**src/rtl/aes_pkg.sv**
```systemverilog
// Shared AES state types and FIPS-197 byte addressing helpers.
// Byte k of a state lives at bits [127-8k -: 8]; s[r][c] is byte 4c+r.
package aes_pkg;

  localparam int BYTE_W  = 8;
  localparam int NB      = 4;
  localparam int NROW    = 4;
  localparam int STATE_W = BYTE_W * NB * NROW;

  typedef logic [BYTE_W-1:0]  byte_t;
  typedef logic [STATE_W-1:0] state_t;

  function automatic int byte_idx(input int r, input int c);
    return NB * c + r;
  endfunction

  // Column that feeds s'[r][c]: rotate row r left (forward) or right (inverse) by r.
  function automatic int src_col(input int r, input int c, input bit inverse);
    if (inverse) begin
      return (c + NB - r) % NB;
    end
    return (c + r) % NB;
  endfunction

endpackage

```
**src/rtl/shift_rows_perm.sv**
```systemverilog
// Fixed ShiftRows / InvShiftRows byte permutation, pure wiring.
// Zero latency; no flow control.
module shift_rows_perm
  import aes_pkg::*;
#(
  parameter bit INVERSE = 1'b0
) (
  input  logic [STATE_W-1:0] i_data,
  output logic [STATE_W-1:0] o_data
);

  for (genvar r = 0; r < NROW; r++) begin : g_row
    for (genvar c = 0; c < NB; c++) begin : g_col
      localparam int DST = byte_idx(r, c);
      localparam int SRC = byte_idx(r, src_col(r, c, INVERSE));
      assign o_data[STATE_W-1-BYTE_W*DST -: BYTE_W] = i_data[STATE_W-1-BYTE_W*SRC -: BYTE_W];
    end
  end

endmodule

```
**src/rtl/shift_rows.sv**
```systemverilog
// Independent forward and inverse ShiftRows with optional output register.
// Latency 1 cycle (OUT_REG=1) or 0; accepts one state per cycle, never stalls.
module shift_rows
  import aes_pkg::*;
#(
  parameter bit OUT_REG = 1'b1
) (
  input  logic               clock,
  input  logic               reset,
  input  logic               in_valid,
  input  logic [STATE_W-1:0] in_fwd,
  input  logic [STATE_W-1:0] in_inv,
  output logic               out_valid,
  output logic [STATE_W-1:0] out_fwd,
  output logic [STATE_W-1:0] out_inv
);

  logic [STATE_W-1:0] w_fwd;
  logic [STATE_W-1:0] w_inv;

  shift_rows_perm #(.INVERSE(1'b0)) u_perm_fwd (
    .i_data (in_fwd),
    .o_data (w_fwd)
  );

  shift_rows_perm #(.INVERSE(1'b1)) u_perm_inv (
    .i_data (in_inv),
    .o_data (w_inv)
  );

  if (OUT_REG) begin : g_reg
    logic   r_valid;
    state_t r_fwd;
    state_t r_inv;

    // Data only moves on a valid beat so idle cycles keep the last result visible.
    always_ff @(posedge clock) begin
      if (reset) begin
        r_valid <= 1'b0;
        r_fwd   <= '0;
        r_inv   <= '0;
      end else begin
        r_valid <= in_valid;
        if (in_valid) begin
          r_fwd <= w_fwd;
          r_inv <= w_inv;
        end
      end
    end

    assign out_valid = r_valid;
    assign out_fwd   = r_fwd;
    assign out_inv   = r_inv;
  end else begin : g_comb
    assign out_valid = in_valid;
    assign out_fwd   = w_fwd;
    assign out_inv   = w_inv;
  end

endmodule

```
**config.mk**
```make
export PLATFORM = sky130hd
export DESIGN_NAME = shift_rows
export DESIGN_NICKNAME = d
export VERILOG_FILES = /design/src/rtl/aes_pkg.sv /design/src/rtl/shift_rows_perm.sv /design/src/rtl/shift_rows.sv
export SDC_FILE = /design/constraint.sdc
export NUM_CORES = 1
export LEC_CHECK = 0
export CORE_AREA = 2 2 198 200
export CTS_CLUSTER_SIZE = 28
export DETAILED_ROUTE_END_ITERATION = 16
export DIE_AREA = 0 0 200 202
export GPL_TIMING_DRIVEN = 1
export SLEW_MARGIN = 30
export SYNTH_ARGS = -nofsm -noshare
export SYNTH_HDL_FRONTEND = slang
export SYNTH_SLANG_ARGS = --single-unit
```
**constraint.sdc**
```tcl
create_clock -name clock -period 1.19 [get_ports clock]
set_clock_uncertainty 0.15 [all_clocks]
set_input_delay 0.119 -clock clock [delete_from_list [all_inputs] [get_ports clock]]
set_output_delay 0.119 -clock clock [all_outputs]
set_load 0.01 [all_outputs]
```
==> flow_metrics.env <==
export IMPL_dr_pass1_iters=4
export IMPL_cts_tree="built"
export IMPL_yosysTopAreaCell="dfxtp_1"
export IMPL_synth_edf_count=0
export IMPL_synthToLayoutAreaGrowth_pct=91.8
export IMPL_tightestPinTransition_ns=0.425
export IMPL_swShare_pct=24.2
export IMPL_finalHoldViolCount=0
export IMPL_worst_hold_path_type="primary input to register"
export IMPL_wire_per_inst_um=16.5
export IMPL_synth_seq_cells=257
export IMPL_netlist_top_cells_area="dfxtp_1 56%, mux2i_1 28%, nor2_1 10%"
export IMPL_max_stage_delay_ns=0.35
export IMPL_cp_top_family="flip-flops"
export IMPL_drv_cap=0
export IMPL_hold_ws_ns=0.0112
export IMPL_die_y_um=202
export IMPL_netlist_area_leader_share_pct=55.8
export IMPL_remaining_drc_errors=0
export IMPL_path_cells="buf_6"
export IMPL_power_switching_w=0.00539
export IMPL_first_global_vias=8753
export IMPL_crit_slowest_cell="dfxtp_2"
export IMPL_clkPwrFrac_pct=39.1
export IMPL_grt_use_total_pct=15.6
export IMPL_pre_cts_slack_ns=-0.0208
export IMPL_combPwrFrac_pct=18.0
export IMPL_die_area_um2=40400
export IMPL_synth_distinct_cells=10
export IMPL_critPathLaunchType="register"
export IMPL_clk_latency_ns=0.54
export IMPL_worst_setup_path_end_kind="primary output"
export IMPL_path_buf_inv=1
export IMPL_rows=72
export IMPL_fp_dieW_um=200
export IMPL_routed_wl_um=33400
export IMPL_timing_final_crit_share_pct=108
export IMPL_multi_input_area_um2=3530
export IMPL_power_w=0.0223
export IMPL_synth_flop_cell="dfxtp_1"
export IMPL_place_congestion=0.824
export IMPL_cp_data_required_time_ns=0.92
export IMPL_ys_warn_count=0
export IMPL_cts_sinks=257
export IMPL_yosysSeqAreaShare_pct=55.8
export IMPL_grt_remaining_overflow=0
export IMPL_num_nets_final=1737
export IMPL_finalSetupViolations=257
export IMPL_grt_max_degree=45
export IMPL_path_clk_slew_ns=0.06
export IMPL_status="finished, violations left"
export IMPL_syn_nets=1087
export IMPL_drt_iter0_drc=233
export IMPL_regArea_um2=5470
export IMPL_ant_nets=0
export IMPL_cp_max_fo=2
export IMPL_clockRootBuffer="clkbuf_16"
export IMPL_fin_crit_ns=1.29
export IMPL_n_fill_cell=3501
export IMPL_start_util_pct=24.1
export IMPL_powerDensity_nw_per_um2=1260
export IMPL_synthMostInstantiatedCell="dfxtp_1"
export IMPL_via_per_inst=4.10
export IMPL_drive_gt1_share_pct=42.4
export IMPL_syn_inst=828
export IMPL_syn_area_um2=9220
export IMPL_synth_commonest_cells="257 x dfxtp_1, 256 x mux2i_1, 256 x nor2_1"
export IMPL_leakage_nw=8.05
export IMPL_final_max_slew_viol_count=0
export IMPL_vias=8272
export IMPL_core_area_um2=38300
export IMPL_pwr_share_seq_pct=43.0
export IMPL_rsz0062_at_grt="true"
export IMPL_cts_max_level=1
export IMPL_violations="negative setup slack"
export IMPL_path_class="register to primary output"
export IMPL_p_int_w=0.0169
export IMPL_synth_avg_cell_area_um2=11.1
export IMPL_crit_arrival_ns=1.02
export IMPL_hpwl_um=23600
export IMPL_antenna_found_initial=1
export IMPL_worst_slack_ns=-0.0998
export IMPL_max_freq_mhz=775
export IMPL_io_buffers=515
export IMPL_async_flop_share_pct=0
export IMPL_irDropWorstVdd_uv=1180
export IMPL_cts_buffer_depth=3
export IMPL_slew_headroom_pct=71.6
export IMPL_grt_pass1_wl_um=49500
export IMPL_cts_buffers=29
export IMPL_io_pins=516
## through the flow
stage,TNS [ns],utilization [%],cells,area [um2]
after floorplan,0,-,828,9220
after global placement,0,39.3,1852,15000
after detailed placement,-0.0270,39.3,1852,15000
after CTS,-32.04,45.9,2001,17600
after global routing,-29.71,46.2,2016,17700
final,-17.48,46.2,2016,17700
## cell usage in the layout, fill, tap and decap left out
master           instances
buf_6                  260
dfxtp_2                257
mux2i_1                256
nor2_1                 256
clkdlybuf4s50_1        256
dlygate4sd3_1           86
buf_4                   58
clkbuf_16               30
buf_12                  14
clkbuf_8                 8
clkbuf_1                 6
clkinv_2                 4
diode_2                  1
nor2b_1                  1
inv_6                    1
clkinvlp_4               1
bufinv_16                1
dlymetal6s4s_1           1
buf_8                    1
## power by group through the flow
stage               sequential, W  combinational [W]  clock [W]
finish                    0.00959            0.00402    0.00872
global route              0.00965            0.00429    0.00934
CTS                       0.00959            0.00400    0.00901
detailed placement        0.00956            0.00362          0
global placement          0.00954            0.00360          0
floorplan                 0.00979            0.00115          0
## registers in the layout, indices dropped and copies added, names as in the netlist
register and cells:
out_fwd 128, out_inv 128, out_valid 1
## cell type report
class / count / share of cell area [%]
diodes: 1 / 0.0141
clock inverters: 7 / 0.375
repair buffers: 677 / 40.2
multi-input cells: 513 / 20.0
flip-flops and latches: 257 / 30.9
well taps: 518 / 3.66
clock buffers: 43 / 4.85
## worst reg2reg max path, stage by stage (launching register included)
cell     delay, ns
dfxtp_2       0.33
buf_4         0.13
buf_4         0.12
mux2i_1       0.14
nor2_1        0.07
## logic make-up (layout without fill, tap and decap cells)
family	Yosys count	in the layout	share of synthesized area, %
multiplexers	256	256	27.8
other	0	1	0
buffers and inverters	58	727	5.95
flip-flops	257	257	55.8
AND/OR/NAND/NOR	257	257	10.5
## layer usage
layer,share of wire [%],GRT usage [%],up-vias
li1,-,-,4036
met1,39,17.4,3867
met2,51,28.4,306
met3,7.3,4.32,63
met4,3.3,4.97,0
met5,0,0,-
## final timing paths
| check | depth (start not counted) | end | slack, ns | start |
|---|---|---|---|---|
| worst max-delay path | 1 | out_inv[55] | -0.1 | out_inv[55]$_SDFFE_PP0P_ |
| worst min-delay path | 5 | out_fwd[29]$_SDFFE_PP0P_ | 0.01 | in_valid |
| worst max register to register | 4 | out_inv[75]$_SDFFE_PP0P_ | 0.14 | out_inv[75]$_SDFFE_PP0P_ |
| worst min register to register | 2 | out_inv[73]$_SDFFE_PP0P_ | 0.34 | out_inv[73]$_SDFFE_PP0P_ |
## timing repair
action | 4_1_cts | 5_1_grt
endpoints found under the hold margin | 178 | 0
endpoints found under the setup margin | 257 | 391
hold buffers | 87 | 0
resized for setup | 1561 | 5
gates cloned | 0 | 1
setup buffers | 12 | 13
No activity file was read; power rests on OpenSTA's default activity.
